<file path="src/rtl/mem_arbiter.sv">
// mem_arbiter: shares one single-cycle 16-bit memory port between the b16 cpu
// and one DMA requester.
//
// The cpu has no wait input. When DMA must take a cycle the cpu wants, the
// arbiter stalls the cpu by dropping cpu_run. Cycles the cpu leaves idle are
// given to DMA without stalling. A starvation timer (WAITMAX) gives a waiting
// DMA request priority. A burst limiter (BURST) then bounds how many
// consecutive cycles can be stolen from the cpu.
//
// Ports:
//   clk, reset          clock; synchronous active-high reset
//   run_in              debugger run request (cpu stalled when 0)
//   cpu_run             run input of the cpu
//   cpu_addr/rd/wr/dout cpu access request (wr = byte strobes {hi,lo})
//   cpu_din             read data to cpu (= mem_rdata)
//   dma_req             DMA request, held until dma_ack
//   dma_addr/rd/wr/wdata DMA access (rd ignored when wr != 0)
//   dma_ack             DMA access performed this cycle
//   dma_rdata           read data to DMA (= mem_rdata)
//   mem_addr/rd/wr/wdata memory port; mem_rdata returns in the same cycle
module mem_arbiter #(
    parameter int unsigned l       = 16,
    parameter int unsigned WAITMAX = 8,
    parameter int unsigned BURST   = 4
) (
    input  logic         clk,
    input  logic         reset,
    input  logic         run_in,
    output logic         cpu_run,
    input  logic [l-1:0] cpu_addr,
    input  logic         cpu_rd,
    input  logic [1:0]   cpu_wr,
    input  logic [l-1:0] cpu_dout,
    output logic [l-1:0] cpu_din,
    input  logic         dma_req,
    input  logic [l-1:0] dma_addr,
    input  logic         dma_rd,
    input  logic [1:0]   dma_wr,
    input  logic [l-1:0] dma_wdata,
    output logic         dma_ack,
    output logic [l-1:0] dma_rdata,
    output logic [l-1:0] mem_addr,
    output logic         mem_rd,
    output logic [1:0]   mem_wr,
    output logic [l-1:0] mem_wdata,
    input  logic [l-1:0] mem_rdata
);

    typedef enum logic [1:0] {
        CPU_PRI   = 2'd0,
        DMA_PRI   = 2'd1,
        FORCE_CPU = 2'd2
    } state_e;

    localparam logic [7:0] WAIT_LAST = 8'(WAITMAX - 1);
    localparam logic [7:0] BURST_LIM = 8'(BURST);

    state_e     state_q, state_d;
    logic [7:0] wait_q, wait_d;
    logic [7:0] burst_q, burst_d;

    logic cpu_need;
    logic free_cyc;
    logic stolen_cyc;
    logic grant_dma;

    // A cycle is "free" when the cpu does not need the port or is halted.
    // Only DMA_PRI may steal a cycle the cpu needs. FORCE_CPU is therefore
    // never stalling, because stealing is impossible outside DMA_PRI.
    always_comb begin
        cpu_need   = cpu_rd | (|cpu_wr);
        free_cyc   = dma_req & (~cpu_need | ~run_in);
        stolen_cyc = dma_req & ~free_cyc & (state_q == DMA_PRI);
        grant_dma  = ~reset & (free_cyc | stolen_cyc);
    end

    always_comb begin
        dma_ack   = grant_dma;
        cpu_run   = ~reset & run_in & ~stolen_cyc;
        cpu_din   = mem_rdata;
        dma_rdata = mem_rdata;
        mem_addr  = cpu_addr;
        mem_wdata = cpu_dout;
        mem_rd    = cpu_rd & run_in;
        mem_wr    = cpu_wr & {2{run_in}};
        if (reset) begin
            // Constant drive keeps the memory port free of X during reset.
            mem_addr  = '0;
            mem_wdata = '0;
            mem_rd    = 1'b0;
            mem_wr    = '0;
        end else if (grant_dma) begin
            mem_addr  = dma_addr;
            mem_wdata = dma_wdata;
            mem_rd    = dma_rd & ~(|dma_wr);
            mem_wr    = dma_wr;
        end
    end

    always_comb begin
        state_d = state_q;
        wait_d  = wait_q;
        burst_d = burst_q;
        unique case (state_q)
            CPU_PRI: begin
                if (dma_req && !grant_dma) begin
                    if (wait_q >= WAIT_LAST) begin
                        state_d = DMA_PRI;
                        wait_d  = '0;
                        burst_d = '0;
                    end else if (wait_q != 8'hFF) begin
                        wait_d = wait_q + 8'd1;
                    end
                end else begin
                    wait_d = '0;
                end
            end
            DMA_PRI: begin
                if (!dma_req) begin
                    state_d = CPU_PRI;
                    wait_d  = '0;
                end else if (stolen_cyc) begin
                    burst_d = burst_q + 8'd1;
                    // Leave as the BURST-th steal completes so that exactly
                    // BURST cycles are stolen before the forced cpu cycle.
                    if (burst_d >= BURST_LIM) begin
                        state_d = FORCE_CPU;
                    end
                end
            end
            FORCE_CPU: begin
                state_d = CPU_PRI;
                wait_d  = '0;
            end
            default: begin
                state_d = CPU_PRI;
                wait_d  = '0;
                burst_d = '0;
            end
        endcase
    end

    always_ff @(posedge clk) begin
        if (reset) begin
            state_q <= CPU_PRI;
            wait_q  <= '0;
            burst_q <= '0;
        end else begin
            state_q <= state_d;
            wait_q  <= wait_d;
            burst_q <= burst_d;
        end
    end

endmodule

</file>
<file path="config.mk">
export PLATFORM = sky130hd
export DESIGN_NAME = mem_arbiter
export DESIGN_NICKNAME = d
export VERILOG_FILES = /design/src/rtl/mem_arbiter.sv
export SDC_FILE = /design/constraint.sdc
export NUM_CORES = 1
export LEC_CHECK = 0
export CORE_MARGIN = 5
export CORE_UTILIZATION = 60
export CTS_BUF_LIST = sky130_fd_sc_hd__clkbuf_8
export CTS_CLUSTER_DIAMETER = 60
export DETAILED_ROUTE_END_ITERATION = 6
export DONT_BUFFER_PORTS = 1
export PLACE_DENSITY = 0.75
export SETUP_SLACK_MARGIN = 0.4
export SYNTH_ARGS = -nofsm -noshare
export SYNTH_HDL_FRONTEND = slang
export SYNTH_SLANG_ARGS = --single-unit
</file>
<file path="constraint.sdc">
create_clock -name clk -period 1.9 [get_ports clk]
set_clock_uncertainty 0.15 [all_clocks]
set_input_delay 0.19 -clock clk [delete_from_list [all_inputs] [get_ports clk]]
set_output_delay 0.19 -clock clk [all_outputs]
set_load 0.03 [all_outputs]
</file>
==> impl_metrics.yaml <==
worst_setup_path:
  critPathMaxStageDelay_ns: 0.35
  worst-setup-path-type: "flip-flop to primary output"
  end_kind: "primary output"
  cp.required_ns: 1.56
  worst-path-max-fanout: 9
  cp_top_family: "compound AO/OA/AOI/OAI gates"
  path_buf_inv: 1
  startpoint_type: "flip-flop"
  crit_path_top_delay_cell: "dfxtp_2"
  worst_ep_arrival_time_ns: 1.58
  reg2reg_slack_ns: 0.12
  crit_path_cell_trace: "nor2b_4 -> o21a_4 -> clkbuf_16 -> nand2_1 -> a21oi_4"
power_and_ir_drop:
  p_leak_nw: 0.8983
  p_per_area_nw_per_um2: 420.6
  vdd_drop_max_mv: 0.5456
  total_power_mw: 1.101
logic_synthesis:
  yosysSeqAreaShare: 0.1965
  async_flop_share: 0
  yosysTopAreaCell: "dfxtp_1"
  yosys-top-cells-area: "dfxtp_1 (20%), buf_4 (15%), nand2_1 (15%), a21oi_1 (11%), a311oi_2 (4.1%)"
  synth_edf_count: 0
  ys_ff_latch: 18
  synth_cell_types: 48
  synth.top_cell.area_share: 0.1965
  synth_warnings: 0
  ys.flop_type: "dfxtp_1"
  avgSynthCellArea_sq_um: 7.028
  synth_cells: 261
  synth_area_sq_um: 1834
  syn_nets: 353
die:
  core.rowCount: 20
  die_y_um: 65.29
  die_w_um: 65.29
  coreArea_sq_um: 3003
  initial_core_util: 0.6108
  die_area_sq_um: 4263
  io_pins: 159
drt:
  wl_per_cell_um: 24.86
  ant_nets: 0
  wl_um: 7234
  vias: 1994
  drcViolationCount: 0
  first_pass_iters: 5
  viasPerCell: 6.852
  drt-initial-drc-count: 155
clock_network:
  path_clk_slew_ns: 0.07
  cts_root_buffer: "clkbuf_8"
  cts_buffers: 3
  h-tree-depth: 1
  clkSinkCount: 18
  cts_tree: "done"
  clk_latency_ns: 0.26
  cts_buffer_depth: 2
sta:
  rsz0062_at_grt: "true"
  fin_ws_ns: -0.02036
  finalSetupViolCount: 15
  max_freq_mhz: 520.7
  worstMarginPinSlew_ns: 0.6084
  fin_setup_tns_ns: -0.1358
  period_minus_slack_ns: 1.920
  slew_headroom: 0.5930
  maxSlewViolCount: 0
  fin_crit_sh: 1.011
  whs_ns: 0.05185
  hold_viol: 0
cells_and_area:
  seqCellArea_sq_um: 385.4
  fillCellCount: 155
  final_common_cell: "nand2_1"
  layout_common_cells: "nand2_1 (63), a21oi_4 (35), buf_4 (28)"
  multi_input_area_sq_um: 1745
  postLayoutCellArea_sq_um: 2618
  final_nets: 351
  area_growth_pct: 42.70
  layout-drive-gt1-share: 0.5310
  antenna_cells: 0
outcome:
  status: "finished, violations left"
  violations: "negative setup slack"
place:
  portBuffers: 0
  pre_cts_ws_ns: 0.07076
  placed_area_sq_um: 2151
  hpwlAfterDp_um: 4323
  gp_congestion: 0.8726
grt:
  antenna_found_initial: 0
  grt_pass1_wl_um: 9294
  grt_start_max_net_pins: 41
  grt_pass1_vias: 1768
  track_usage: 0.2783
  grt_overflow: 0
hold_path:
  hold_path_class: "input port to flip-flop"
flow_run:
  drv_cap: 0
cell families after synthesis:
family | share of synthesized area
mux | 0.005457
xor+xnor | 0.01910
fa+ha+maj | 0.01364
compound gates | 0.2483
buf+inv | 0.1889
simple gates | 0.3281
flops | 0.1965
stage by stage:
step	instances	utilization
global route	291	0.8717
detailed placement	256	0.7163
finish	291	0.8717
floorplan	261	-
CTS	274	0.7950
global placement	256	0.7163
sequential cells by signal, summed over array words and instances, names as in the netlist:
signal / count
burst_q: 8
wait_q: 8
state_q: 2
area by class of cell:
| type | instances | share of cell area |
|---|---|---|
| sequential | 18 | 0.1472 |
| clock buffer | 4 | 0.02103 |
| tap | 33 | 0.01577 |
| multi-input combinational | 196 | 0.6668 |
| timing repair buffer | 40 | 0.1491 |
worst reg2reg max path: cells and delay by family (launching register included):
family                 cells  cell delay (ns)
buffers and inverters      3             0.40
flip-flops                 1             0.34
AO/OA/AOI/OAI              4             0.78
metal layers:
layer,GRT usage,up-vias,routed length [um]
met1,0.3410,964,2502
met5,0,-,0
li1,-,863,-
met2,0.4817,141,3880
met3,0.04957,26,618
met4,0.1036,0,233
report_power, final:
| group | leakage (nW) | internal [mW] | switching, mW |
|---|---|---|---|
| Sequential | 0.152 | 0.371 | 0.00153 |
| Clock | 0.0288 | 0.185 | 0.145 |
| Combinational | 0.718 | 0.133 | 0.265 |
worst paths after layout:
kind	startpoint	end	cells after the start
worst min-delay path	reset	state_q[0]$_SDFFE_PP0P_	3
worst min register to register	burst_q[3]$_SDFFE_PP0P_	burst_q[3]$_SDFFE_PP0P_	1
worst max-delay path	state_q[0]$_SDFFE_PP0P_	mem_wdata[6]	5
worst max register to register	state_q[0]$_SDFFE_PP0P_	burst_q[7]$_SDFFE_PP0P_	7
timing repair:
action,in CTS,in global routing
pin swaps,20,23
hold buffers,2,0
setup endpoints to repair,55,55
hold endpoints to repair,10,0
cloned,1,1
buffers inserted,11,16
resized for setup,16,25
synthesized netlist by cell type (2+ instances only):
cell type  count
nand2_1       73
a21oi_1       40
buf_4         37
dfxtp_1       18
nor2_1        16
nand3_1       10
a311oi_2       5
clkbuf_1       5
buf_6          4
nand2b_1       4
and3_1         3
a31oi_1        2
ha_1           2
nand4_1        2
nor3_1         2
nor3b_1        2
o21a_1         2
o22ai_1        2
xnor2_1        2
xor2_1         2
Power figures use the tool's default switching activity.
